`src/rtl/arith_enc_sequencer_pkg.sv`:
```
// Shared definitions for the arithmetic-encoder front-end sequencer.
//   - seq_state_e        : sequencer FSM state encoding
//   - PIPE_DEPTH_DEFAULT : encoder register stages after the issue register
package arith_enc_sequencer_pkg;

    localparam int unsigned PIPE_DEPTH_DEFAULT = 3;

    typedef enum logic [1:0] {
        ST_IDLE      = 2'd0,
        ST_HOLD      = 2'd1,
        ST_DRAIN     = 2'd2,
        ST_FRAME_END = 2'd3
    } seq_state_e;

endpackage

```
`src/rtl/arith_enc_sequencer_enc_valid_chain.sv`:
```
// Valid/last shift register that shadows the encoder pipeline, plus the
// output-pending flag for the encoder final registers.
// Ports:
//   general_clk, reset : clock, synchronous active-high reset
//   pipe_en            : shared pipeline advance enable
//   issue_vld          : value loaded into vld[0] (1 = real issue, 0 = bubble)
//   issue_last         : last-of-frame flag travelling with the issue
//   out_ready          : downstream accepts the final-register result
//   vld                : vld[0..PIPE_DEPTH-1] (vld[0] = issue register)
//   out_pending        : a real result sits in the final registers
//   out_last           : that result belongs to the frame's last issue
module arith_enc_sequencer_enc_valid_chain
    import arith_enc_sequencer_pkg::*;
#(
    parameter int unsigned PIPE_DEPTH = PIPE_DEPTH_DEFAULT
) (
    input  logic                  general_clk,
    input  logic                  reset,
    input  logic                  pipe_en,
    input  logic                  issue_vld,
    input  logic                  issue_last,
    input  logic                  out_ready,
    output logic [PIPE_DEPTH-1:0] vld,
    output logic                  out_pending,
    output logic                  out_last
);

    logic [PIPE_DEPTH-1:0] vld_r;
    logic [PIPE_DEPTH-1:0] last_r;
    logic                  pending_r;
    logic                  out_last_r;

    // Shift valid/last flags on every advance; the final stage is the pending flag.
    always_ff @(posedge general_clk) begin
        if (reset) begin
            vld_r      <= {PIPE_DEPTH{1'b0}};
            last_r     <= {PIPE_DEPTH{1'b0}};
            pending_r  <= 1'b0;
            out_last_r <= 1'b0;
        end else begin
            if (pipe_en) begin
                vld_r  <= {vld_r[PIPE_DEPTH-2:0], issue_vld};
                last_r <= {last_r[PIPE_DEPTH-2:0], issue_last};
            end else begin
                vld_r  <= vld_r;
                last_r <= last_r;
            end
            // A new arrival wins over a same-cycle consume.
            if (pipe_en && vld_r[PIPE_DEPTH-1]) begin
                pending_r  <= 1'b1;
                out_last_r <= last_r[PIPE_DEPTH-1];
            end else if (pending_r && out_ready) begin
                pending_r  <= 1'b0;
                out_last_r <= out_last_r;
            end else begin
                pending_r  <= pending_r;
                out_last_r <= out_last_r;
            end
        end
    end

    assign vld         = vld_r;
    assign out_pending = pending_r;
    assign out_last    = out_last_r;

endmodule

```
`src/rtl/arith_enc_sequencer.sv`:
```
// Front-end sequencer for the two-bool arithmetic encoder. Accepts one symbol
// per handshake, pairs consecutive booleans sharing the same probability into
// one two-bool issue, drives the encoder stage-1 registers, generates the
// shared pipeline advance enable and drains/re-initialises at end of frame.
// Ports:
//   general_clk, reset            : clock, synchronous active-high reset
//   in_valid/in_ready             : symbol handshake
//   in_bool, in_fl, in_fh,
//   in_symbol, in_nsyms, in_last  : incoming symbol (bool bit = in_symbol[0])
//   enc_*                         : registered issue to encoder stage 1
//   pipe_en                       : advance enable for all encoder registers
//   enc_reset                     : encoder state re-initialisation
//   out_valid/out_ready, out_last : result present in encoder final registers
//   busy                          : sequencer or pipeline still holds work
module arith_enc_sequencer
    import arith_enc_sequencer_pkg::*;
#(
    parameter int unsigned RANGE_WIDTH  = 16,
    parameter int unsigned SYMBOL_WIDTH = 4,
    parameter int unsigned PIPE_DEPTH   = PIPE_DEPTH_DEFAULT
) (
    input  logic                    general_clk,
    input  logic                    reset,
    input  logic                    in_valid,
    output logic                    in_ready,
    input  logic                    in_bool,
    input  logic [RANGE_WIDTH-1:0]  in_fl,
    input  logic [RANGE_WIDTH-1:0]  in_fh,
    input  logic [SYMBOL_WIDTH-1:0] in_symbol,
    input  logic [SYMBOL_WIDTH:0]   in_nsyms,
    input  logic                    in_last,
    output logic [RANGE_WIDTH-1:0]  enc_fl,
    output logic [RANGE_WIDTH-1:0]  enc_fh,
    output logic [SYMBOL_WIDTH-1:0] enc_symbol_1,
    output logic [SYMBOL_WIDTH-1:0] enc_symbol_2,
    output logic [SYMBOL_WIDTH:0]   enc_nsyms,
    output logic                    enc_bool_1,
    output logic                    enc_bool_2,
    output logic                    pipe_en,
    output logic                    enc_reset,
    output logic                    out_valid,
    input  logic                    out_ready,
    output logic                    out_last,
    output logic                    busy
);

    seq_state_e state_r, state_nxt_s;

    logic                    park_bit_r;
    logic [RANGE_WIDTH-1:0]  park_fl_r, park_fh_r;
    logic [SYMBOL_WIDTH:0]   park_nsyms_r;

    logic [RANGE_WIDTH-1:0]  enc_fl_r, enc_fh_r;
    logic [SYMBOL_WIDTH-1:0] enc_sym1_r, enc_sym2_r;
    logic [SYMBOL_WIDTH:0]   enc_nsyms_r;
    logic                    enc_bool1_r, enc_bool2_r;

    logic [RANGE_WIDTH-1:0]  iss_fl_s, iss_fh_s;
    logic [SYMBOL_WIDTH-1:0] iss_sym1_s, iss_sym2_s;
    logic [SYMBOL_WIDTH:0]   iss_nsyms_s;
    logic                    iss_bool1_s, iss_bool2_s;

    logic [PIPE_DEPTH-1:0]   vld_s;
    logic                    pending_s, adv_s, pair_ok_s;
    logic                    in_ready_s, issue_s, issue_last_s, park_s, drain_s, pipe_en_s;
    logic [SYMBOL_WIDTH-1:0] in_bit_ext_s, park_bit_ext_s;

    assign adv_s          = !pending_s || out_ready;
    assign pair_ok_s      = in_bool && (in_fl == park_fl_r);
    assign in_bit_ext_s   = {{(SYMBOL_WIDTH-1){1'b0}}, in_symbol[0]};
    assign park_bit_ext_s = {{(SYMBOL_WIDTH-1){1'b0}}, park_bit_r};

    // Next-state, handshake and issue-content selection.
    always_comb begin
        state_nxt_s  = state_r;
        in_ready_s   = 1'b0;
        issue_s      = 1'b0;
        issue_last_s = 1'b0;
        park_s       = 1'b0;
        drain_s      = 1'b0;
        iss_fl_s     = in_fl;
        iss_fh_s     = in_fh;
        iss_sym1_s   = in_symbol;
        iss_sym2_s   = {SYMBOL_WIDTH{1'b0}};
        iss_nsyms_s  = in_nsyms;
        iss_bool1_s  = 1'b0;
        iss_bool2_s  = 1'b0;
        case (state_r)
            ST_IDLE: begin
                in_ready_s = adv_s;
                if (in_valid && adv_s) begin
                    if (in_bool && !in_last) begin
                        park_s      = 1'b1;
                        state_nxt_s = ST_HOLD;
                    end else begin
                        issue_s      = 1'b1;
                        issue_last_s = in_last;
                        iss_bool1_s  = in_bool;
                        iss_sym1_s   = in_bool ? in_bit_ext_s : in_symbol;
                        state_nxt_s  = in_last ? ST_DRAIN : ST_IDLE;
                    end
                end else begin
                    state_nxt_s = ST_IDLE;
                end
            end
            ST_HOLD: begin
                // Only a pairable symbol is accepted; anything else flushes the
                // parked bool alone and is taken on the following cycle.
                in_ready_s = adv_s && pair_ok_s;
                if (in_valid && adv_s) begin
                    issue_s     = 1'b1;
                    iss_fl_s    = park_fl_r;
                    iss_fh_s    = park_fh_r;
                    iss_nsyms_s = park_nsyms_r;
                    iss_sym1_s  = park_bit_ext_s;
                    iss_bool1_s = 1'b1;
                    if (pair_ok_s) begin
                        iss_bool2_s  = 1'b1;
                        iss_sym2_s   = in_bit_ext_s;
                        issue_last_s = in_last;
                        state_nxt_s  = in_last ? ST_DRAIN : ST_IDLE;
                    end else begin
                        state_nxt_s = ST_IDLE;
                    end
                end else begin
                    state_nxt_s = ST_HOLD;
                end
            end
            ST_DRAIN: begin
                // Pulse only while real symbols remain so no bubble reaches the
                // final registers ahead of the re-initialisation.
                if (|vld_s) begin
                    drain_s     = 1'b1;
                    state_nxt_s = ST_DRAIN;
                end else begin
                    state_nxt_s = ST_FRAME_END;
                end
            end
            ST_FRAME_END: begin
                state_nxt_s = ST_IDLE;
            end
            default: begin
                state_nxt_s = ST_IDLE;
            end
        endcase
    end

    assign pipe_en_s = !reset && adv_s && (issue_s || drain_s);

    // State, parked bool and issue registers.
    always_ff @(posedge general_clk) begin
        if (reset) begin
            state_r      <= ST_IDLE;
            park_bit_r   <= 1'b0;
            park_fl_r    <= {RANGE_WIDTH{1'b0}};
            park_fh_r    <= {RANGE_WIDTH{1'b0}};
            park_nsyms_r <= {(SYMBOL_WIDTH+1){1'b0}};
            enc_fl_r     <= {RANGE_WIDTH{1'b0}};
            enc_fh_r     <= {RANGE_WIDTH{1'b0}};
            enc_sym1_r   <= {SYMBOL_WIDTH{1'b0}};
            enc_sym2_r   <= {SYMBOL_WIDTH{1'b0}};
            enc_nsyms_r  <= {(SYMBOL_WIDTH+1){1'b0}};
            enc_bool1_r  <= 1'b0;
            enc_bool2_r  <= 1'b0;
        end else begin
            state_r <= state_nxt_s;
            if (park_s) begin
                park_bit_r   <= in_symbol[0];
                park_fl_r    <= in_fl;
                park_fh_r    <= in_fh;
                park_nsyms_r <= in_nsyms;
            end else begin
                park_bit_r   <= park_bit_r;
                park_fl_r    <= park_fl_r;
                park_fh_r    <= park_fh_r;
                park_nsyms_r <= park_nsyms_r;
            end
            if (issue_s) begin
                enc_fl_r    <= iss_fl_s;
                enc_fh_r    <= iss_fh_s;
                enc_sym1_r  <= iss_sym1_s;
                enc_sym2_r  <= iss_sym2_s;
                enc_nsyms_r <= iss_nsyms_s;
                enc_bool1_r <= iss_bool1_s;
                enc_bool2_r <= iss_bool2_s;
            end else begin
                enc_fl_r    <= enc_fl_r;
                enc_fh_r    <= enc_fh_r;
                enc_sym1_r  <= enc_sym1_r;
                enc_sym2_r  <= enc_sym2_r;
                enc_nsyms_r <= enc_nsyms_r;
                enc_bool1_r <= enc_bool1_r;
                enc_bool2_r <= enc_bool2_r;
            end
        end
    end

    arith_enc_sequencer_enc_valid_chain #(
        .PIPE_DEPTH (PIPE_DEPTH)
    ) u_valid_chain (
        .general_clk (general_clk),
        .reset       (reset),
        .pipe_en     (pipe_en_s),
        .issue_vld   (issue_s),
        .issue_last  (issue_last_s),
        .out_ready   (out_ready),
        .vld         (vld_s),
        .out_pending (pending_s),
        .out_last    (out_last)
    );

    assign in_ready     = !reset && in_ready_s;
    assign pipe_en      = pipe_en_s;
    assign enc_reset    = reset || (state_r == ST_FRAME_END);
    assign out_valid    = pending_s;
    assign busy         = !reset && ((state_r != ST_IDLE) || (|vld_s) || pending_s);
    assign enc_fl       = enc_fl_r;
    assign enc_fh       = enc_fh_r;
    assign enc_symbol_1 = enc_sym1_r;
    assign enc_symbol_2 = enc_sym2_r;
    assign enc_nsyms    = enc_nsyms_r;
    assign enc_bool_1   = enc_bool1_r;
    assign enc_bool_2   = enc_bool2_r;

endmodule
```
`config.mk`:
```
export PLATFORM = sky130hd
export DESIGN_NAME = arith_enc_sequencer
export DESIGN_NICKNAME = d
export VERILOG_FILES = /design/src/rtl/arith_enc_sequencer_pkg.sv /design/src/rtl/arith_enc_sequencer_enc_valid_chain.sv /design/src/rtl/arith_enc_sequencer.sv
export SDC_FILE = /design/constraint.sdc
export NUM_CORES = 1
export LEC_CHECK = 0
export CORE_MARGIN = 4
export CORE_UTILIZATION = 38
export CTS_BUF_LIST = sky130_fd_sc_hd__clkbuf_2
export DETAILED_ROUTE_END_ITERATION = 10
export HOLD_SLACK_MARGIN = 0.15
export SLEW_MARGIN = 10
export SYNTH_ARGS = -nofsm -noshare
export SYNTH_HDL_FRONTEND = slang
export SYNTH_SLANG_ARGS = --single-unit
```
`constraint.sdc`:
```
create_clock -name general_clk -period 2.1 [get_ports general_clk]
set_input_delay 0.42 -clock general_clk [delete_from_list [all_inputs] [get_ports general_clk]]
set_output_delay 0.42 -clock general_clk [all_outputs]
set_load 0.005 [all_outputs]
```
### Yosys cells after proc, flatten, opt, wreduce, memory -nomap -nowiden

Index checks and enable logic that the tools add are counted.

| word-level totals | value |
|---|---|
| register bits after elaboration | 95 |
| input port bits | 47 |
| output and inout port bits | 53 |
| logic and storage cells | 86 |

| operators by class | value |
|---|---|
| equality and inequality tests | 4 |
| mux-type cells | 44 |
| reductions and logical operators | 22 |

Operator list:

| kind | number |
|---|---|
| 2-to-1 mux 16 bit | 4 |
| 2-to-1 mux 1 bit | 23 |
| equality test 16 bit | 1 |
| 2-to-1 mux 4 bit | 4 |
| logical AND 1 bit | 10 |
| 2-to-1 mux 2 bit | 5 |
| 2-to-1 mux 5 bit | 2 |
| one-hot mux 1 bit (2 select lines) | 4 |
| one-hot mux 2 bit (4 select lines) | 1 |
| one-hot mux 4 bit (2 select lines) | 1 |
| logical OR 1 bit | 5 |
| equality test 2 bit (second input constant) | 2 |
| nonzero test 2 bit | 2 |
| zero test 1 bit | 3 |
| OR reduction 3 bit | 1 |
| equality test 2 x 1 -> 1 bit (second input constant) | 1 |
| zero test 2 bit | 1 |

### Logic depth before layout (Yosys ltp)

Gate-level depths: netlist of the first run.

| logic depth | value |
|---|---|
| depth in word-level cells | 9 |
| depth in mapped cells | 8 |
| gate-level depth less buffers | 5 |

### Modules after synthesis

Synthesis of the first run repeated with hierarchy kept, for this count alone.

| second synthesis, totals | value |
|---|---|
| cells, all modules | 472 |
| area, all modules | 4,187.8 sq um |

By module, submodules not included:

| module | times used | cells each | area an instance (sq um) | seq. area each (sq um) |
|---|---|---|---|---|
| arith_enc_sequencer | 1 | 444 | 3,891.2 | 1,681.6 |
| arith_enc_sequencer_enc_valid_chain | 1 | 28 | 296.5 | 160.2 |

### Worst setup path after synthesis of the first run

OpenSTA, ideal clock, no wires.

| timing path | value |
|---|---|
| kind | input-to-output |
| start point | input port in_fl[3] |
| end point | output port in_ready |
| arrival time | 1.308 ns |
| required time | 1.680 ns |
| setup slack | 0.372 ns |
| stages on the path | 5 |
| path buffers | 0 |
| cell sequence | xor2_1 nor4_1 and3_1 a21boi_0 nor4_1 |

| on the way | value |
|---|---|
| cells in the longest elaborated chain, start to end | 5 |

Ends and longest elaborated chain:

| item | RTL line | source |
|---|---|---|
| start: declaration | arith_enc_sequencer.sv:27 | `input logic [RANGE_WIDTH-1:0] in_fl,` |
| equality test 16 bit | arith_enc_sequencer.sv:69 | `assign pair_ok_s = in_bool && (in_fl == park_fl_r);` |
| logical AND 1 bit | arith_enc_sequencer.sv:69 |  |
| logical AND 1 bit | arith_enc_sequencer.sv:109 | `in_ready_s = adv_s && pair_ok_s;` |
| one-hot mux 1 bit (2 select lines) | arith_enc_sequencer.sv:88 | `case (state_r)` |
| logical AND 1 bit | arith_enc_sequencer.sv:212 | `assign in_ready = !reset && in_ready_s;` |
| end: declaration | arith_enc_sequencer.sv:25 | `output logic in_ready,` |

Every way passes these cells.

### Worst setup path in the final report of the first run

| timing path | value |
|---|---|
| start point | register park_fl_r[7] |
| end point | output port in_ready |

| on the way | value |
|---|---|
| cells in the longest elaborated chain, start to end | 5 |

Ends and longest elaborated chain:

| item | RTL line | source |
|---|---|---|
| start: declaration | arith_enc_sequencer.sv:50 | `logic [RANGE_WIDTH-1:0] park_fl_r, park_fh_r;` |
| start signal: assignment | arith_enc_sequencer.sv:155 | `park_fl_r <= {RANGE_WIDTH{1'b0}};` |
| start signal: assignment | arith_enc_sequencer.sv:169 | `park_fl_r <= in_fl;` |
| start signal: assignment | arith_enc_sequencer.sv:174 | `park_fl_r <= park_fl_r;` |
| equality test 16 bit | arith_enc_sequencer.sv:69 |  |
| logical AND 1 bit | arith_enc_sequencer.sv:69 |  |
| logical AND 1 bit | arith_enc_sequencer.sv:109 |  |
| one-hot mux 1 bit (2 select lines) | arith_enc_sequencer.sv:88 |  |
| logical AND 1 bit | arith_enc_sequencer.sv:212 |  |

Every way passes these cells.

==> results of run 1 <==
-- sequential cells by signal, indices dropped and copies added, names as in the netlist, 2 cells and up --
name	cells
u_valid_chain.last_r	3
enc_fl	16
enc_symbol_1	4
enc_nsyms	5
park_fl_r	16
u_valid_chain.vld	3
enc_fh	16
state_r	2
park_nsyms_r	5
park_fh_r	16
-- stage by stage --
| step | instance area [um2] | TNS (ns) |
|---|---|---|
| after global placement | 5340 | -15.48 |
| after CTS | 5630 | -0.718 |
| after floorplan | 4010 | 0 |
| final | 5660 | -0.505 |
| after global routing | 5660 | -0.803 |
| after detailed placement | 5340 | -17.06 |
-- cells in the final DEF (no fill, tap or decap), types with 4 or more instances in the layout --
cell type | synthesis | layout
a211oi_1 | 8 | 8
o21ai_0 | 5 | 5
a311oi_1 | 22 | 22
a21oi_1 | 44 | 43
nand3_1 | 25 | 25
xor2_1 | 4 | 4
nand3b_1 | 5 | 5
dfxtp_1 | 92 | 87
a211oi_2 | 9 | 9
buf_4 | 10 | 65
nor2_1 | 47 | 47
clkdlybuf4s50_1 | 0 | 91
buf_12 | 0 | 4
clkbuf_2 | 0 | 10
nand2_1 | 102 | 101
xnor2_1 | 12 | 11
mux2i_1 | 17 | 17
inv_1 | 5 | 4
-- worst max-delay path, cell delays in order, from the launching register on --
cell and delay (ns):
dfxtp_2 0.40, xor2_1 0.16, nor4_2 0.30, and3_1 0.23, a21boi_2 0.08, nor4_2 0.25
buf_2 0.16
-- metal layers --
metal	GRT usage (%)	vias up	share of wire (%)
li1	-	1898	-
met4	5.91	0	1.8
met1	21.7	1754	44
met3	4.38	15	4.9
met5	0	-	0
met2	31.0	91	50
-- worst paths after layout --
check | startpoint | slack [ns] | end
worst max-delay path | park_fl_r[7] | -0.45 | in_ready
worst min-delay path | reset | 0.27 | u_valid_chain.out_pending
worst min register to register | park_fh_r[3] | 0.47 | enc_fh[3]
worst max register to register | state_r[1] | 0.16 | enc_symbol_1[0]
-- kinds of logic (layout without fill, tap and decap cells) --
kind of cell	Yosys count	after routing
buffers and inverters	46	188
xor gates and xnor gates	16	16
and+or+nand+nor	199	199
AOI/OAI and AO/OA	100	100
muxes	17	17
DFF	92	92
other	1	3
-- timing repair --
item | 4_1_cts | 5_1_grt
setup endpoints to repair | 4 | 5
setup buffers | 17 | 5
pin swaps | 10 | 6
resized for setup | 29 | 10
-- where the power goes --
part / switching (mW) / leakage, nW / internal [mW]
sequential: 0.0646 / 0.756 / 1.86
clock: 0.633 / 0.0702 / 0.283
combinational: 0.368 / 1.41 / 0.451
-- cell type report --
| type | instances | share of cell area [%] |
|---|---|---|
| tap | 136 | 3.01 |
| timing repair buffer | 167 | 27.1 |
| inverter | 5 | 0.332 |
| multi-input combinational | 335 | 34.7 |
| sequential | 92 | 32.8 |
| clock buffer | 9 | 0.796 |
| clock inverter | 7 | 1.33 |
==> summary.txt, run 1 <==
Synthesis
  • Syn Inst Count: 471
  • Yosys cell types: 41
  • Cell with the most instances after synthesis: nand2_1
  • Main combinational cell family by area after synthesis: simple AND/OR/NAND/NOR gates
  • #FFs+latches synth: 92
  • Post-synthesis mux area share: 4.26%
  • Synthesized area: 4000 um2
  • Asr flop ratio synth: 0%
  • XOR/XNOR share of the synthesized area: 3.50%
  • Yosys top cell area share: 46.1%
  • Synthesized area per cell: 8.49 um2
  • Synth area leaders: dfxtp_1, nand2_1, a21oi_1, a311oi_1, nor2_1
  • Post-synthesis compound-gate area fraction: 17.5%
  • Yosys top cell by area: dfxtp_1
  • EDFF count, synth: 0
  • Synth Area in Simple Gates: 22.0%
  • Post-synth top cells: nand2_1, dfxtp_1, nor2_1, a21oi_1, nand3_1
  • Seq/Total Area, Yosys: 46.1%
  • Post-Synth Adder-Cell Area: 0%
  • Synth Flop Type: dfxtp_1
  • Ys Warns: 0

Clock tree
  • CTS buffer count: 9
  • Clock transition at path regs: 0.26 ns
  • CTS tree: built
  • Hold_buf cts: 0
  • Clock Latency Late Sink: 0.55 ns
  • Maximum buffer depth of the clock tree: 2
  • Htree depth: 3
  • Clock Tree Root: clkbuf_2
  • Clk sinks: 92

Worst hold path
  • Hold path depth: 3
  • Worst hold path class: in -> reg

Global route
  • Global-route wire length before repair: 18,200 um
  • Initial antenna violation count: 0
  • Total GRT Usage: 17.9%
  • Largest net degree at the start of global routing: 58
  • Total congestion overflow: 0
  • Vias in the first global route: 3,677

Routing
  • Wire length per cell: 14.4 um
  • Detailed-route DRC error count: 0
  • DRT Wirelength: 10,800 um
  • Post-DRT Antenna Nets: 0
  • Initial DRC count: 139
  • DRT Pass-1 Iters: 4
  • Vias per cell: 5.00
  • Vias: 3,758

Setup path
  • Critical Path RT: 1.68 ns
  • CP arrival: 2.13 ns
  • Crit Path Class: reg -> out
  • Crit. End Element: output pin
  • CP startpoint kind: flop
  • R2r worst-path depth: 7
  • Crit Path Max Fanout: 3

STA
  • Final setup fails: 2
  • Fmax: 392 MHz
  • Fin crit period: 2.55 ns
  • Clk_skew: 0.0316 ns
  • Final Cycle Share: 121%
  • WHS: 0.275 ns
  • Setup ws final: -0.448 ns
  • Pins Over Slew Limit: 0
  • Final Hold Fails: 0
  • Worst-margin pin slew: 0.665 ns
  • Slew headroom: 55.7%
  • RSZ-0062 raised after global routing: yes

Status
  • Failing checks: negative setup slack
  • Status: finished with violations

Final layout
  • Number of fill cells: 1,019
  • Multi-input logic area: 1960 um2
  • Non-Filler Instances: 751
  • Synth-to-Final Area Change: 41.5%
  • Register Area: 1860 um2
  • Final nets: 657
  • Share of layout cells above drive strength 1: 19.8%
  • Diodes inserted: 0
  • Final core occ: 55.1%

Power and ir drop
  • Static leakage: 2.23 nW
  • Overall Power: 3.66 mW
  • PD cells: 646 nW/um2
  • Maximum VDD drop: 0.000353 V

Die
  • DIE WIDTH: 111 um
  • Die area: 12,200 um2
  • Initial core utilization: 38.9%
  • Ports: 100
  • Die height: 111 um
  • Core footprint: 10,300 um2
  • Site row count: 37

Placement
  • PortBufs: 96
  • Worst slack at placement: -0.953 ns
  • Hpwl dp: 7630 um
  • Gp weighted congestion: 0.799
  • Placed Cells incl. Taps: 717

Flow run
  • Total of max-cap violations: 0
Note: power is estimated with default switching activity, not from simulation.
==> run 2: changes to the inputs <==
- CTS_CLUSTER_SIZE: default -> 8
==> results of run 2 <==
Final layout, timing and power as in run 1 (identical DEF).
